File: config.mk
export PLATFORM = sky130hd
export DESIGN_NAME = instr_prefetch_buffer_flat
export DESIGN_NICKNAME = d
export VERILOG_FILES = /design/src/rtl/instr_prefetch_buffer_pkg.sv /design/src/rtl/instr_prefetch_buffer_if.sv /design/src/rtl/instr_prefetch_buffer_fifo.sv /design/src/rtl/instr_prefetch_buffer.sv /design/src/flat_wrapper.sv
export SDC_FILE = /design/constraint.sdc
export NUM_CORES = 1
export LEC_CHECK = 0
export BUFFER_PORTS_ARGS = -buffer_cell sky130_fd_sc_hd__buf_4
export CORE_UTILIZATION = 55
export DETAILED_ROUTE_END_ITERATION = 8
export PLACE_DENSITY = 0.76
export REMOVE_ABC_BUFFERS = 1
export SLEW_MARGIN = 10
export SYNTH_ARGS = -nofsm -noshare
export SYNTH_HDL_FRONTEND = slang
export SYNTH_HIERARCHICAL = 1
export SYNTH_SLANG_ARGS = --single-unit
File: constraint.sdc
create_clock -name CLK -period 8.2 [get_ports CLK]
set_input_delay 2.05 -clock CLK [delete_from_list [all_inputs] [get_ports CLK]]
set_output_delay 2.05 -clock CLK [all_outputs]
set_load 0.03 [all_outputs]
File: src/rtl/instr_prefetch_buffer_pkg.sv
// Shared fetch-side types, widths and defaults for the instruction prefetch buffer.
package instr_prefetch_buffer_pkg;

  localparam int unsigned XLEN = 32;
  localparam logic [XLEN-1:0] INSTR_ALIGN_MASK = 32'hFFFF_FFFC;
  localparam int unsigned DEFAULT_DEPTH = 4;
  localparam int unsigned DEFAULT_MAX_OUTSTANDING = 2;

  typedef enum logic [0:0] {
    StIdle,
    StWaitGnt
  } fetch_state_e;

  function automatic logic [XLEN-1:0] align_addr(input logic [XLEN-1:0] addr);
    return addr & INSTR_ALIGN_MASK;
  endfunction

endpackage

File: src/rtl/instr_prefetch_buffer_if.sv
// Instruction-side bus: req/addr held until gnt, in-order rvalid responses.
interface instr_prefetch_buffer_if;
  import instr_prefetch_buffer_pkg::*;

  logic            req;
  logic [XLEN-1:0] addr;
  logic            gnt;
  logic            rvalid;
  logic [XLEN-1:0] rdata;
  logic            err;

  modport master (output req, addr, input gnt, rvalid, rdata, err);
  modport slave  (input req, addr, output gnt, rvalid, rdata, err);

endinterface

File: src/rtl/instr_prefetch_buffer_fifo.sv
// Synchronous FIFO with flush; head is read straight from storage flops, no bypass.
module instr_prefetch_buffer_fifo #(
  parameter int unsigned WIDTH = 65,
  parameter int unsigned DEPTH = 4,
  localparam int unsigned PtrW = $clog2(DEPTH),
  localparam int unsigned CntW = $clog2(DEPTH + 1)
) (
  input  logic             clk_i,
  input  logic             rst_ni,
  input  logic             flush_i,
  input  logic             push_i,
  input  logic [WIDTH-1:0] wdata_i,
  input  logic             pop_i,
  output logic [WIDTH-1:0] rdata_o,
  output logic             valid_o,
  output logic [CntW-1:0]  count_o
);

  logic [WIDTH-1:0] mem_q [DEPTH];
  logic [PtrW-1:0]  rd_ptr_q, wr_ptr_q;
  logic [CntW-1:0]  count_q;
  logic             do_push, do_pop;

  assign do_pop  = pop_i && (count_q != '0);
  // A full FIFO still accepts a push when the head leaves in the same cycle.
  assign do_push = push_i && ((count_q != CntW'(DEPTH)) || do_pop);

  always_ff @(posedge clk_i) begin
    if (!rst_ni) begin
      mem_q    <= '{default: '0};
      rd_ptr_q <= '0;
      wr_ptr_q <= '0;
      count_q  <= '0;
    end else if (flush_i) begin
      rd_ptr_q <= '0;
      wr_ptr_q <= '0;
      count_q  <= '0;
    end else begin
      if (do_push) begin
        mem_q[wr_ptr_q] <= wdata_i;
        wr_ptr_q        <= wr_ptr_q + PtrW'(1);
      end
      if (do_pop) begin
        rd_ptr_q <= rd_ptr_q + PtrW'(1);
      end
      count_q <= count_q + CntW'(do_push) - CntW'(do_pop);
    end
  end

  assign rdata_o = mem_q[rd_ptr_q];
  assign valid_o = (count_q != '0);
  assign count_o = count_q;

endmodule

File: src/rtl/instr_prefetch_buffer.sv
// Instruction prefetcher: issues credit-limited bus requests, buffers kept responses in a
// FIFO and drops responses that became stale through a redirect.
module instr_prefetch_buffer
  import instr_prefetch_buffer_pkg::*;
#(
  parameter int unsigned DEPTH           = DEFAULT_DEPTH,
  parameter int unsigned MAX_OUTSTANDING = DEFAULT_MAX_OUTSTANDING
) (
  input  logic                           CLK,
  input  logic                           RST_N,
  input  logic [XLEN-1:0]                boot_addr_i,
  input  logic                           redirect_i,
  input  logic [XLEN-1:0]                redirect_addr_i,
  input  logic                           ready_i,
  output logic                           valid_o,
  output logic [XLEN-1:0]                rdata_o,
  output logic [XLEN-1:0]                addr_o,
  output logic                           err_o,
  output logic                           busy_o,
  instr_prefetch_buffer_if.master        instr
);

  localparam int unsigned OutW     = $clog2(MAX_OUTSTANDING + 1);
  localparam int unsigned FifoCntW = $clog2(DEPTH + 1);
  localparam int unsigned EntryW   = 2 * XLEN + 1;

  fetch_state_e        state_q, state_d;
  logic [XLEN-1:0]     fetch_addr_q, fetch_addr_d;
  logic [XLEN-1:0]     target_q, target_d;
  logic [XLEN-1:0]     resp_addr_q, resp_addr_d;
  logic                stale_q, stale_d;
  logic [OutW-1:0]     live_q, live_d, discard_q, discard_d;
  logic [FifoCntW-1:0] fifo_count;
  logic                granted, drop, push, pop, credit;
  logic [XLEN-1:0]     push_rdata;
  logic [EntryW-1:0]   push_entry, head_entry;
  int unsigned         count_next, live_next, discard_next;

  assign instr.req  = (state_q == StWaitGnt);
  assign instr.addr = fetch_addr_q;

  assign granted    = instr.req && instr.gnt;
  // Responses in the redirect cycle are stale whatever the counters say.
  assign drop       = instr.rvalid && (redirect_i || (discard_q != '0));
  assign push       = instr.rvalid && !drop;
  assign pop        = valid_o && ready_i && !redirect_i;
  assign push_rdata = instr.err ? '0 : instr.rdata;
  assign push_entry = {push_rdata, instr.err, resp_addr_q};

  always_comb begin
    fetch_addr_d = fetch_addr_q;
    target_d     = target_q;
    resp_addr_d  = resp_addr_q;
    stale_d      = stale_q;
    live_next    = 32'(live_q);
    discard_next = 32'(discard_q);
    count_next   = 32'(fifo_count);

    if (redirect_i) begin
      // Everything in flight, plus a grant landing now, becomes stale.
      discard_next = discard_next + live_next + 32'(granted) - 32'(instr.rvalid);
      live_next    = 0;
      count_next   = 0;
      resp_addr_d  = align_addr(redirect_addr_i);
      if (instr.req && !instr.gnt) begin
        stale_d  = 1'b1;
        target_d = align_addr(redirect_addr_i);
      end else begin
        stale_d      = 1'b0;
        fetch_addr_d = align_addr(redirect_addr_i);
      end
    end else begin
      if (granted) begin
        if (stale_q) begin
          discard_next = discard_next + 1;
          fetch_addr_d = target_q;
          stale_d      = 1'b0;
        end else begin
          live_next    = live_next + 1;
          fetch_addr_d = fetch_addr_q + 32'd4;
        end
      end
      if (drop) begin
        discard_next = discard_next - 1;
      end
      if (push) begin
        live_next   = live_next - 1;
        resp_addr_d = resp_addr_q + 32'd4;
        count_next  = count_next + 1;
      end
      if (pop) begin
        count_next = count_next - 1;
      end
    end

    credit = (count_next + live_next < DEPTH) && (live_next + discard_next < MAX_OUTSTANDING);
    live_d    = OutW'(live_next);
    discard_d = OutW'(discard_next);

    state_d = state_q;
    unique case (state_q)
      StIdle:    state_d = credit ? StWaitGnt : StIdle;
      StWaitGnt: if (instr.gnt) state_d = credit ? StWaitGnt : StIdle;
      default:   state_d = StIdle;
    endcase
  end

  always_ff @(posedge CLK) begin
    if (!RST_N) begin
      state_q      <= StIdle;
      fetch_addr_q <= align_addr(boot_addr_i);
      target_q     <= '0;
      resp_addr_q  <= align_addr(boot_addr_i);
      stale_q      <= 1'b0;
      live_q       <= '0;
      discard_q    <= '0;
    end else begin
      state_q      <= state_d;
      fetch_addr_q <= fetch_addr_d;
      target_q     <= target_d;
      resp_addr_q  <= resp_addr_d;
      stale_q      <= stale_d;
      live_q       <= live_d;
      discard_q    <= discard_d;
    end
  end

  instr_prefetch_buffer_fifo #(
    .WIDTH(EntryW),
    .DEPTH(DEPTH)
  ) u_fifo (
    .clk_i  (CLK),
    .rst_ni (RST_N),
    .flush_i(redirect_i),
    .push_i (push),
    .wdata_i(push_entry),
    .pop_i  (pop),
    .rdata_o(head_entry),
    .valid_o(valid_o),
    .count_o(fifo_count)
  );

  assign {rdata_o, err_o, addr_o} = head_entry;
  assign busy_o = instr.req || (live_q != '0) || (discard_q != '0);

endmodule

File: src/flat_wrapper.sv
// flat-port wrapper written by rule: the top's interface ports become plain ports
module instr_prefetch_buffer_flat import instr_prefetch_buffer_pkg::*;
#(
  parameter int unsigned DEPTH           = DEFAULT_DEPTH,
  parameter int unsigned MAX_OUTSTANDING = DEFAULT_MAX_OUTSTANDING
)
  (CLK, RST_N, boot_addr_i, redirect_i, redirect_addr_i, ready_i, valid_o, rdata_o, addr_o, err_o, busy_o, instr_req, instr_addr, instr_gnt, instr_rvalid, instr_rdata, instr_err);
  instr_prefetch_buffer_if instr_i ();
  input  logic CLK;
  input  logic RST_N;
  input  logic [XLEN-1:0] boot_addr_i;
  input  logic redirect_i;
  input  logic [XLEN-1:0] redirect_addr_i;
  input  logic ready_i;
  output logic valid_o;
  output logic [XLEN-1:0] rdata_o;
  output logic [XLEN-1:0] addr_o;
  output logic err_o;
  output logic busy_o;
  output wire logic [$bits(instr_i.req)-1:0] instr_req;
  output wire logic [$bits(instr_i.addr)-1:0] instr_addr;
  input wire logic [$bits(instr_i.gnt)-1:0] instr_gnt;
  input wire logic [$bits(instr_i.rvalid)-1:0] instr_rvalid;
  input wire logic [$bits(instr_i.rdata)-1:0] instr_rdata;
  input wire logic [$bits(instr_i.err)-1:0] instr_err;
  assign instr_req = instr_i.req;
  assign instr_addr = instr_i.addr;
  assign instr_i.gnt = instr_gnt;
  assign instr_i.rvalid = instr_rvalid;
  assign instr_i.rdata = instr_rdata;
  assign instr_i.err = instr_err;
  instr_prefetch_buffer #(.DEPTH(DEPTH), .MAX_OUTSTANDING(MAX_OUTSTANDING)) u_core (.CLK(CLK), .RST_N(RST_N), .boot_addr_i(boot_addr_i), .redirect_i(redirect_i), .redirect_addr_i(redirect_addr_i), .ready_i(ready_i), .valid_o(valid_o), .rdata_o(rdata_o), .addr_o(addr_o), .err_o(err_o), .busy_o(busy_o), .instr(instr_i));
endmodule
==> metrics.yaml <==
timing:
  slew_headroom_pct: 19.1
  layout_setup_ws_ps: 2920
  finalCritPeriodShare_pct: 64.4
  setup_viol: 0
  period_needed_ps: 5280
  slew_viol_final: 0
  rsz0062_at_grt: "false"
  hold_viol: 0
  tns_ps: 0
  fmax_ghz: 0.189
  worstMarginPinSlew_ps: 1210
  holdWs_ps: 455
  fin_skew_ps: 13.6
die:
  fp.dieW_um: 185
  start_util_pct: 56.2
  die_h_um: 185
  die-area_um2: 34000
  rows: 66
  core_area_um2: 32600
  io_pins: 203
worst_setup_path:
  worst-path-buf-inv: 2
  critPathArrivalTime_ps: 5700
  cp_cell_sequence: "buf_4 > and3b_1 > mux2i_1 > ha_1 > and3_1 > a211oi_1 > inv_1 > fa_1 > o211ai_1 > a21oi_1 > o311ai_0 > or4_1 > a311oi_1"
  crit_fanout: 5
  r2r_slack_ps: 3900
  cpPeakStageDelay_ps: 560
  slowest_stage: "fa_1"
  crit_type: "input pin to flip-flop"
  critPathTopFamily: "compound AO/OA/AOI/OAI gates"
  required_ps: 8620
  end_kind: "flip-flop"
  worstSetupStartpointType: "input pin"
route:
  drc: 0
  vias: 13600
  viasPerCell: 5.58
  ant_nets: 0
  wire_per_inst_um: 17.3
  wl_um: 42200
  drt-pass1-iter-count: 5
  drtIter0Drc: 808
clock_tree:
  cts_tree: "yes"
  post_cts_buffers: 0
  worstSkewPairLatency_ps: 520
  clockRootBuffer: "clkbuf_16"
  cts_resized: 0
  cts_hold_buf: 0
  clk_pin_slew_ps: 60
  clk_path_buf_depth: 3
  htreeDepth: 2
  cts_sinks: 363
  numCtsBuffers: 39
global_route:
  grt_pass1_vias: 13200
  overflow: 0
  grt_pass1_wl_um: 67300
  grt_use_total_pct: 24.5
  antenna_found_initial: 0
  grt_max_degree: 106
run_status:
  outcome: "finished clean"
yosys:
  synth_area_leader_cell: "dfxtp_1"
  synth_edf_count: 60
  synth_top_area_share_pct: 33.1
  syn_avg_cell_area_um2: 9.98
  syn_inst: 1835
  synth_warnings: 6
  synthTopCellsByArea: "dfxtp_1, mux2i_1, edfxtp_1, nand2_1, mux4_2"
  async_flop_share_pct: 0
  ys.flop_type: "dfxtp_1"
  synth.distinct_cells: 60
  ys_ff_latch: 363
  syn-cell-area_um2: 18300
  ys_seq_area_share_pct: 42.9
power:
  p_leak_nw: 7.57
  ir_drop_mv: 0.138
  cellPowerDensity_nw_per_um2: 207
cells_and_area:
  drive_gt1_share_pct: 18.3
  n_antenna_cell: 0
  fin_util_pct: 64.5
  layout_common_cells: "nand2_1, dfxtp_1, mux2i_1, buf_4, mux4_2"
  final_nets: 2106
  layout_commonest_cell: "nand2_1"
  areaGrowthSynthToFinish_pct: 14.9
worst_hold_path:
  hp-class: "flip-flop to flip-flop"
placement:
  io_buffers: 196
  dp_hpwl_um: 27500
  gp_congestion: 0.843
  dpl_worst_slack_ps: 2420
job:
  cap_violations: 0
==> power by group <==
| group | internal, mW | switching, mW | total, mW | leakage, nW |
|---|---|---|---|---|
| Combinational | 0.267 | 0.389 | 0.655 | 3.88 |
| Clock | 1.04 | 0.706 | 1.74 | 0.618 |
| Sequential | 1.89 | 0.0709 | 1.96 | 3.07 |
| Total | 3.19 | 1.17 | 4.36 | 7.57 |
==> flip-flops by register name, indices dropped and copies added, names as in the netlist <==
register,cells
u_core/discard_q,2
u_core/instr.addr,30
u_core/instr.req,1
u_core/u_fifo/wr_ptr_q,2
u_core/target_q,30
u_core/stale_q,1
u_core/u_fifo/count_o,3
u_core/u_fifo/mem_q,260
u_core/resp_addr_q,30
u_core/u_fifo/rd_ptr_q,2
u_core/live_q,2
==> layer usage <==
| metal | vias to the layer above | share of wire [%] | track usage (%) |
|---|---|---|---|
| li1 | 6649 | - | - |
| met1 | 6500 | 45 | 32.8 |
| met2 | 397 | 48 | 41.7 |
| met3 | 52 | 5.7 | 3.12 |
| met4 | 0 | 1.5 | 6.03 |
| met5 | - | 0 | 0 |
==> final timing paths <==
path	from	to	cells after the start
setup / recovery	instr_gnt	u_core/instr.req	13
hold / removal	u_core/u_fifo/mem_q[91]	u_core/u_fifo/mem_q[91]	2
setup reg to reg	u_core/stale_q	u_core/instr.req	13
hold reg to reg	u_core/u_fifo/mem_q[91]	u_core/u_fifo/mem_q[91]	2
==> metrics by stage <==
step	power (mW)	instances	cell area [µm²]
floorplan	2.40	1711	17600
global placement	2.63	2367	19800
detailed placement	2.65	2367	19800
CTS	4.39	2438	21000
global route	4.54	2438	21000
finish	4.36	2438	21000
==> synth_stat cells, types with 5 or more instances <==
| cell type | count |
|---|---|
| nor2_1 | 53 |
| clkbuf_1 | 76 |
| and3_1 | 11 |
| mux2_2 | 12 |
| xnor2_1 | 32 |
| dfxtp_1 | 303 |
| a21oi_1 | 12 |
| buf_8 | 18 |
| or4_1 | 5 |
| o211ai_1 | 14 |
| nor2b_1 | 60 |
| a31oi_1 | 25 |
| ha_1 | 33 |
| mux2i_1 | 278 |
| nand2b_1 | 10 |
| buf_1 | 15 |
| nand3_1 | 41 |
| and4_1 | 5 |
| edfxtp_1 | 60 |
| a21boi_0 | 31 |
| nand2_1 | 449 |
| o21ai_0 | 57 |
| and2_1 | 11 |
| nor3_1 | 15 |
| xor2_1 | 30 |
| nand4_1 | 12 |
| mux4_2 | 65 |
| o21a_1 | 7 |
| buf_6 | 8 |
| inv_1 | 29 |
| buf_2 | 7 |
==> cell families (layout without fill, tap and decap cells) <==
kind of cell / count (synthesis) / count (layout) / share of synthesized area, %
other cells: 1 / 4 / 0.0205
simple gates: 686 / 686 / 16.4
mux: 355 / 355 / 23.9
xor+xnor: 64 / 64 / 3.20
buf+inv: 157 / 315 / 4.76
compound gates: 172 / 172 / 6.05
fa+ha+maj: 37 / 37 / 2.69
flops: 363 / 363 / 42.9
==> final cells by class <==
cell class | instances | area (µm²)
Clock buffer | 51 | 1090
Clock inverter | 20 | 184
Fill cell | 2639 | 11600
Inverter | 30 | 113
Multi-Input combinational cell | 1318 | 9610
Sequential cell | 363 | 7880
Tap cell | 442 | 553
Timing Repair Buffer | 214 | 1610
==> worst register-to-register path, cell delays in order (launching register included) <==
cell and delay (ps):
dfxtp_1 300, buf_4 260, and3b_1 450, mux2i_1 350, ha_1 290, and3_1 180, a211oi_1 480, inv_1 140
fa_1 560, o211ai_1 90, a21oi_1 150, o311ai_0 160, or4_1 520, a311oi_1 280
(Power assumes the default switching activity.)
